File: config.mk
export PLATFORM = sky130hd
export DESIGN_NAME = cpu_mem_access
export DESIGN_NICKNAME = d
export VERILOG_FILES = /design/src/rtl/cpu_mem_access_pkg.sv /design/src/rtl/cpu_mem_watchdog.sv /design/src/rtl/cpu_mem_access.sv
export SDC_FILE = /design/constraint.sdc
export NUM_CORES = 1
export LEC_CHECK = 0
export ABC_AREA = 1
export CAP_MARGIN = 10
export CORE_ASPECT_RATIO = 0.5
export CORE_MARGIN = 1.5
export CORE_UTILIZATION = 40
export CTS_CLUSTER_DIAMETER = 200
export DETAILED_ROUTE_END_ITERATION = 8
export GPL_ROUTABILITY_DRIVEN = 1
export GPL_TIMING_DRIVEN = 0
export HOLD_SLACK_MARGIN = 0.03
export PLACE_DENSITY_LB_ADDON = 0.25
export SYNTH_ARGS = -nofsm -noshare
export SYNTH_HDL_FRONTEND = slang
export SYNTH_HIERARCHICAL = 1
export SYNTH_SLANG_ARGS = --single-unit
File: constraint.sdc
create_clock -name clk_i -period 6.08 [get_ports clk_i]
set_input_delay 1.216 -clock clk_i [delete_from_list [all_inputs] [get_ports clk_i]]
set_output_delay 1.216 -clock clk_i [all_outputs]
set_load 0.01 [all_outputs]
File: src/rtl/cpu_mem_access_pkg.sv
// cpu_mem_access_pkg: control-bit layout and state encodings for the mox125 memory-access stage
package cpu_mem_access_pkg;
  localparam int PCB_WIDTH = 8;
  localparam int PCB_WA = 0;
  localparam int PCB_WB = 1;
  localparam int PCB_RM = 2;
  localparam int PCB_WM = 3;
  typedef enum logic [1:0] {
    IDLE = 2'd0,
    BUS  = 2'd1,
    DONE = 2'd2
  } state_e;
endpackage

File: src/rtl/cpu_mem_watchdog.sv
// cpu_mem_watchdog: counts cycles spent in a bus cycle and flags the last allowed one
module cpu_mem_watchdog #(
  parameter int TIMEOUT_CYCLES = 255
) (
  input  logic clk_i,
  input  logic rst_i,
  input  logic active_i,
  output logic timeout_o
);
  localparam int CW = $clog2(TIMEOUT_CYCLES + 1) > 8 ? $clog2(TIMEOUT_CYCLES + 1) : 8;
  logic [CW-1:0] cnt;
  // counter restarts from zero each time a bus cycle begins
  always_ff @(posedge clk_i or posedge rst_i)
    if (rst_i) cnt <= '0;
    else cnt <= active_i ? cnt + CW'(1) : '0;
  assign timeout_o = active_i && (cnt == CW'(TIMEOUT_CYCLES - 1));
endmodule

File: src/rtl/cpu_mem_access.sv
// cpu_mem_access: memory-access stage, one Wishbone-classic cycle per load/store (watchdog under CPU_MEM_TIMEOUT_EN)
module cpu_mem_access
  import cpu_mem_access_pkg::*;
#(
  parameter int TIMEOUT_CYCLES = 255
) (
  input  logic                 clk_i,
  input  logic                 rst_i,
  input  logic [PCB_WIDTH-1:0] pipeline_control_bits_i,
  input  logic [3:0]           register0_write_index_i,
  input  logic [3:0]           register1_write_index_i,
  input  logic [31:0]          memory_address_i,
  input  logic [31:0]          mem_result_i,
  input  logic [31:0]          reg0_result_i,
  input  logic [31:0]          reg1_result_i,
  input  logic [31:0]          dmem_dat_i,
  input  logic                 dmem_ack_i,
  output logic                 dmem_cyc_o,
  output logic                 dmem_stb_o,
  output logic                 dmem_we_o,
  output logic [31:0]          dmem_adr_o,
  output logic [31:0]          dmem_dat_o,
  output logic [3:0]           dmem_sel_o,
  output logic                 stall_o,
  output logic                 register_wea_o,
  output logic                 register_web_o,
  output logic [3:0]           register0_write_index_o,
  output logic [3:0]           register1_write_index_o,
  output logic [31:0]          reg0_result_o,
  output logic [31:0]          reg1_result_o,
  output logic                 bus_error_o
);
  state_e state_q, state_d;
  logic bubble, mem_op, in_bus, ack, timeout;
  logic cyc_q, pend_wa, pend_wb, rd_q, bus_err_q;
  assign bubble  = pipeline_control_bits_i == '0;
  assign mem_op  = !bubble && (pipeline_control_bits_i[PCB_RM] || pipeline_control_bits_i[PCB_WM]);
  assign in_bus  = state_q == BUS;
  assign ack     = in_bus && dmem_ack_i;
  assign stall_o = in_bus && !dmem_ack_i;
  assign dmem_cyc_o = cyc_q;
  assign dmem_stb_o = cyc_q;
  assign bus_error_o = bus_err_q;
`ifdef CPU_MEM_TIMEOUT_EN
  cpu_mem_watchdog #(.TIMEOUT_CYCLES(TIMEOUT_CYCLES)) u_watchdog (
    .clk_i    (clk_i),
    .rst_i    (rst_i),
    .active_i (in_bus),
    .timeout_o(timeout)
  );
`else
  assign timeout = TIMEOUT_CYCLES < 0;
`endif
  // IDLE and DONE both capture upstream; BUS waits for ack (or the watchdog)
  always_comb begin
    state_d = state_q;
    state_d = in_bus ? (ack ? DONE : timeout ? IDLE : BUS) : (mem_op ? BUS : IDLE);
  end
  // state register
  always_ff @(posedge clk_i or posedge rst_i)
    if (rst_i) state_q <= IDLE;
    else state_q <= state_d;
  // capture/forward datapath and bus master registers
  always_ff @(posedge clk_i or posedge rst_i)
    if (rst_i) begin
      cyc_q <= 1'b0;
      dmem_we_o <= 1'b0;
      dmem_adr_o <= '0;
      dmem_dat_o <= '0;
      dmem_sel_o <= '0;
      register_wea_o <= 1'b0;
      register_web_o <= 1'b0;
      register0_write_index_o <= '0;
      register1_write_index_o <= '0;
      reg0_result_o <= '0;
      reg1_result_o <= '0;
      pend_wa <= 1'b0;
      pend_wb <= 1'b0;
      rd_q <= 1'b0;
      bus_err_q <= 1'b0;
    end else if (!in_bus) begin
      register0_write_index_o <= register0_write_index_i;
      register1_write_index_o <= register1_write_index_i;
      reg0_result_o <= reg0_result_i;
      reg1_result_o <= reg1_result_i;
      register_wea_o <= !mem_op && pipeline_control_bits_i[PCB_WA];
      register_web_o <= !mem_op && pipeline_control_bits_i[PCB_WB];
      pend_wa <= pipeline_control_bits_i[PCB_WA];
      pend_wb <= pipeline_control_bits_i[PCB_WB];
      rd_q <= pipeline_control_bits_i[PCB_RM];
      bus_err_q <= 1'b0;
      if (mem_op) begin
        cyc_q <= 1'b1;
        dmem_we_o <= pipeline_control_bits_i[PCB_WM];
        dmem_adr_o <= memory_address_i;
        dmem_dat_o <= mem_result_i;
        dmem_sel_o <= 4'b1111;
      end
    end else begin
      register_wea_o <= ack && pend_wa;
      register_web_o <= ack && pend_wb;
      bus_err_q <= timeout && !ack;
      if (ack && rd_q) reg0_result_o <= dmem_dat_i;
      if (ack || timeout) cyc_q <= 1'b0;
    end
endmodule

After elaboration in Yosys (flattened, before gate mapping)
Cells that the tools add are included.
- logic and storage cells: 45
- register bits: 146
- reductions and logical operators: 16
- bitwise operators: 1
- mux-type cells: 10
- equality and inequality tests: 3
- operators with widths (cell ; count):
    $mux 32 ; 2
    $logic_and 1x1->1 ; 8
    $logic_not 8->1 ; 1
    $mux 1 ; 6
    $mux 2 ; 2
    $ne 2x1->1 const B ; 2
    $reduce_and 2->1 ; 2
    $logic_not 1->1 ; 3
    $eq 2x1->1 const B ; 1
    $reduce_bool 2->1 ; 1
    $logic_or 1x1->1 ; 1
    $not 1->1 ; 1

Logic depth before layout (Yosys ltp)
- depth in word-level cells: 6
- gate-level depth with buffers: 7

Least setup slack after synthesis
No wires, ideal clock.
- path kind: input-to-output
- start: input dmem_ack_i
- end: output stall_o
- stages on the path: 1
- required time: 4864 ps
- arrival: 1385 ps
- setup slack: 3479 ps
- path through: nor2_1
- longest elaborated chain between the ends: 2
- RTL lines (what ; line ; RTL):
    start: declaration ; cpu_mem_access.sv:17 ; input logic dmem_ack_i,
    $logic_not 1->1 ; cpu_mem_access.sv:40 ; assign stall_o = in_bus && !dmem_ack_i;
    $logic_and 1x1->1 ; cpu_mem_access.sv:40 ;
    end: declaration ; cpu_mem_access.sv:24 ; output logic stall_o,
No other way between the ends.

Final worst setup path
Ends and elaborated chain as after synthesis.

==> out/qor.csv <==
stage,metric,value,unit
routing,routed_via_density,4.76,
worst_setup_path,crit_buf_inv,2,
routing,num_vias,6327,
power_and_ir_drop,total_power,5530,uW
routing,drt-total-wl,19.9,mm
timing,fin_crit_sh,0.590,
worst_setup_path,start_kind,input pin,
finish,seq_area,3650,um^2
logic_synthesis,synthAdderAreaFrac,0,
timing,max-slew-margin-rel,0.617,
worst_hold_path,min_from,dmem_dat_o[1],
grt,grtUsageMet2,0.421,
logic_synthesis,ys_warn_count,6,
worst_setup_path,cp_data_required_time,4.86,ns
routing,first_pass_iters,6,
logic_synthesis,yosys.area_share.simple,0.332,
logic_synthesis,ys_seq_area_frac,0.565,
clock_tree,cts_resized,0,
logic_synthesis,synthCells,773,
logic_synthesis,syn-num-nets,952,
routing,wl_per_cell,14.9,um
grt,grt_util_met3,0.0641,
routing,drt_iter0_drc,276,
placement,dp_hpwl,14.6,mm
timing,setup_viol,0,
worst_hold_path,min_path_type,flop to flop,
clock_tree,cts_setup_buffers,0,
worst_setup_path,end_kind,output pin,
routing,drc,0,
grt,use_met1,0.280,
worst_setup_path,rr_startpoint,state_q[1],
grt,top_usage_layer,met2,
power_and_ir_drop,internal_power,3460,uW
timing,skew,0.0101,ns
timing,fin_ws,2.49,ns
worst_hold_path,min_delay_worst_endpoint,dmem_dat_o[1],
floorplan,dieWidth,183,um
worst_setup_path,path_class,input pin to output pin,
grt,grt_start_max_net_pins,87,
worst_setup_path,rr_endpoint,reg0_result_o[0],
power_and_ir_drop,cellPowerDensity,523,nW/um^2
power_and_ir_drop,power.share.switching,0.374,
floorplan,start_util,0.414,
timing,fin_crit,3.59,ns
clock_tree,clk_pin_slew,0.06,ns
timing,hold_viol,0,
logic_synthesis,synth_top_family_by_area,simple AND/OR/NAND/NOR gates,
logic_synthesis,synthTopCellsByArea,"dfrtp_1 57%, nand2_1 17%, nand3_1 13%, inv_1 3.9%, buf_2 2.2%",
clock_tree,insertion_delay,0.41,ns
floorplan,dieArea,17000,um^2
logic_synthesis,synth_compound_area_frac,0.00310,
worst_setup_path,reg2reg_depth,6,
floorplan,ios,326,
finish,area_delta_synth_final,63.6,%
logic_synthesis,synth-seq-cells,146,
floorplan,rows,32,
clock_tree,clkSinkCount,146,
power_and_ir_drop,p_leak,0.00527,uW
logic_synthesis,synth_cell_types,19,
grt,grt-ovfl-total,0,
worst_setup_path,cp_cell_sequence,clkdlybuf4s50_1 > nor2_1 > clkdlybuf4s50_1,
job,drv_cap,0,
worst_setup_path,crit_top_cell,clkdlybuf4s50_1,
routing,ant_nets,0,
worst_setup_path,cp_slowest_cell,clkdlybuf4s50_1,
worst_setup_path,worstPathArrival,2.37,ns
timing,slew_violations,0,
logic_synthesis,synth_top_area_frac,0.565,
timing,timing.fmax,0.279,GHz
logic_synthesis,netlist_area,6460,um^2
power_and_ir_drop,switching_power,2070,uW
worst_setup_path,cp_slowest_stage_delay,0.58,ns
finish,nFillCells,1280,
logic_synthesis,yosysTopAreaCell,dfrtp_1,
placement,port_buffers,320,
run_status,status,finished clean,
finish,layout-drive-gt1-share,0.0906,
floorplan,core-area,15600,um^2
worst_hold_path,hold_path_depth,2,
logic_synthesis,syn_area_per_cell,8.36,um^2
worst_setup_path,worstPathMaxFanout,4,
grt,gr-usage-all-layers,0.237,
clock_tree,cts_tree,done,
finish,multiInputGateArea,2170,um^2
logic_synthesis,synth_xor_area_frac,0,
clock_tree,htree_levels,4,
timing,rsz0062_at_grt,no,
grt,grt_pass1_wl,31.5,mm
worst_setup_path,crit_family,buffers and inverters,
grt,antenna_found_initial,0,
power_and_ir_drop,p_seq_frac,0.314,
power_and_ir_drop,combPwrFrac,0.488,
floorplan,dieHeight,92.9,um
clock_tree,numCtsBuffers,17,
placement,dpl_worst_slack,2.50,ns
clock_tree,cts_buffer_depth,2,
grt,grt_pass1_vias,6283,
power_and_ir_drop,p_clk_frac,0.198,
logic_synthesis,synth.area.mux_share,0,
finish,nets,1292,
power_and_ir_drop,vdd_drop_max,0.000245,V
clock_tree,cts_root_buffer,clkbuf_16,
timing,worstMarginPinSlew,0.575,ns
placement,gp_congestion,0.790,
clock_tree,cts.hold.buffers_added,0,
finish,n_antenna_cell,0,
worst_setup_path,rrSetupSlack,4.63,ns
-- layout make-up --
class	instances	area share
buffer	58	0.0360
clock buffer	19	0.0419
clock inverter	13	0.0166
inverter	69	0.0250
multi-input combinational	500	0.205
sequential	146	0.346
tap	204	0.0241
timing repair buffer	321	0.306
-- cell usage in the layout (no fill, tap or decap) --
cell             instances
inv_2                    1
nand2_1                298
clkbuf_8                 1
inv_1                   67
clkdlybuf4s50_1        320
o21ai_0                  3
buf_12                   3
buf_4                    7
clkinv_4                 5
o21ai_1                  1
inv_6                    4
clkbuf_1                12
nand3_2                  1
nand2_2                 20
bufinv_16                3
buf_1                    2
buf_2                   28
or2_1                    1
nor2_1                   2
nand2_4                  2
conb_1                   1
clkbuf_16               17
buf_6                    7
dfrtp_1                146
clkinvlp_4               2
nand3_1                171
buf_16                   1
-- cells by family after synthesis --
group / Yosys count
AND/OR/NAND/NOR: 495
flip-flops: 146
AO/OA/AOI/OAI: 4
other: 1
buffers and inverters: 127
-- registers in the layout (all words and copies together), names as in the netlist --
name and count:
pend_wb 1, dmem_dat_o 32, dmem_adr_o 32, register0_write_index_o 4, state_q 2, dmem_we_o 1, dmem_sel_o 1, register_wea_o 1
reg1_result_o 32, dmem_cyc_o 1, pend_wa 1, register1_write_index_o 4, reg0_result_o 32, register_web_o 1, rd_q 1
-- worst register-to-register path: stages (launching register included) --
cell     delay, ns
dfrtp_1       0.37
inv_2         0.12
buf_2         0.25
buf_2         0.31
nand3_1       0.13
nand3_1       0.10
nand2_1       0.06
-- layer usage --
metal | wire length [um] | vias to the layer above
li1 | - | 3077
met1 | 8180 | 3019
met2 | 9820 | 198
met3 | 1400 | 33
met4 | 459 | 0
met5 | 0 | -
-- how the worst max path moves through the flow --
| stage | startpoint | end | slack (ns) | cells after the start |
|---|---|---|---|---|
| 2_1_floorplan | rst_i | dmem_adr_o[0] | 0.94 | 1 |
| 3_3_place_gp | rst_i | reg0_result_o[17] | -1.06 | 2 |
| 3_5_place_dp | dmem_ack_i | stall_o | 2.50 | 3 |
| 4_1_cts | dmem_ack_i | stall_o | 2.49 | 3 |
| 5_1_grt | dmem_ack_i | stall_o | 2.44 | 3 |
| 6_report | dmem_ack_i | stall_o | 2.49 | 3 |
-- synth_stat cells --
cell type / count
nand2_2: 20
buf_1: 2
inv_1: 68
or2_1: 1
inv_2: 1
nand2_1: 298
buf_12: 3
nand3_1: 171
nand3_2: 1
nand2_4: 2
buf_6: 7
o21ai_1: 1
clkbuf_1: 11
buf_2: 28
buf_4: 7
nor2_1: 2
conb_1: 1
dfrtp_1: 146
o21ai_0: 3
-- through the flow --
stage | setup TNS, ns | utilization | hold slack (ns) | instances | cell area, um^2
after floorplan | 0 | - | 0.454 | 773 | 6460
after global placement | -154.07 | 0.635 | 0.453 | 1297 | 9920
after detailed placement | 0 | 0.637 | 0.459 | 1298 | 9950
after CTS | 0 | 0.677 | 0.476 | 1330 | 10600
after global routing | 0 | 0.677 | 0.486 | 1330 | 10600
final | 0 | 0.677 | 0.472 | 1330 | 10600
-- power groups by stage --
stage	clock, uW	combinational (uW)	sequential, uW
after detailed placement	0	2720	1740
after CTS	1110	2730	1740
after global placement	0	2660	1730
final	1090	2690	1740
after global routing	1150	2950	1790
after floorplan	0	1060	1940
No activity file was read; power rests on OpenSTA's default activity.
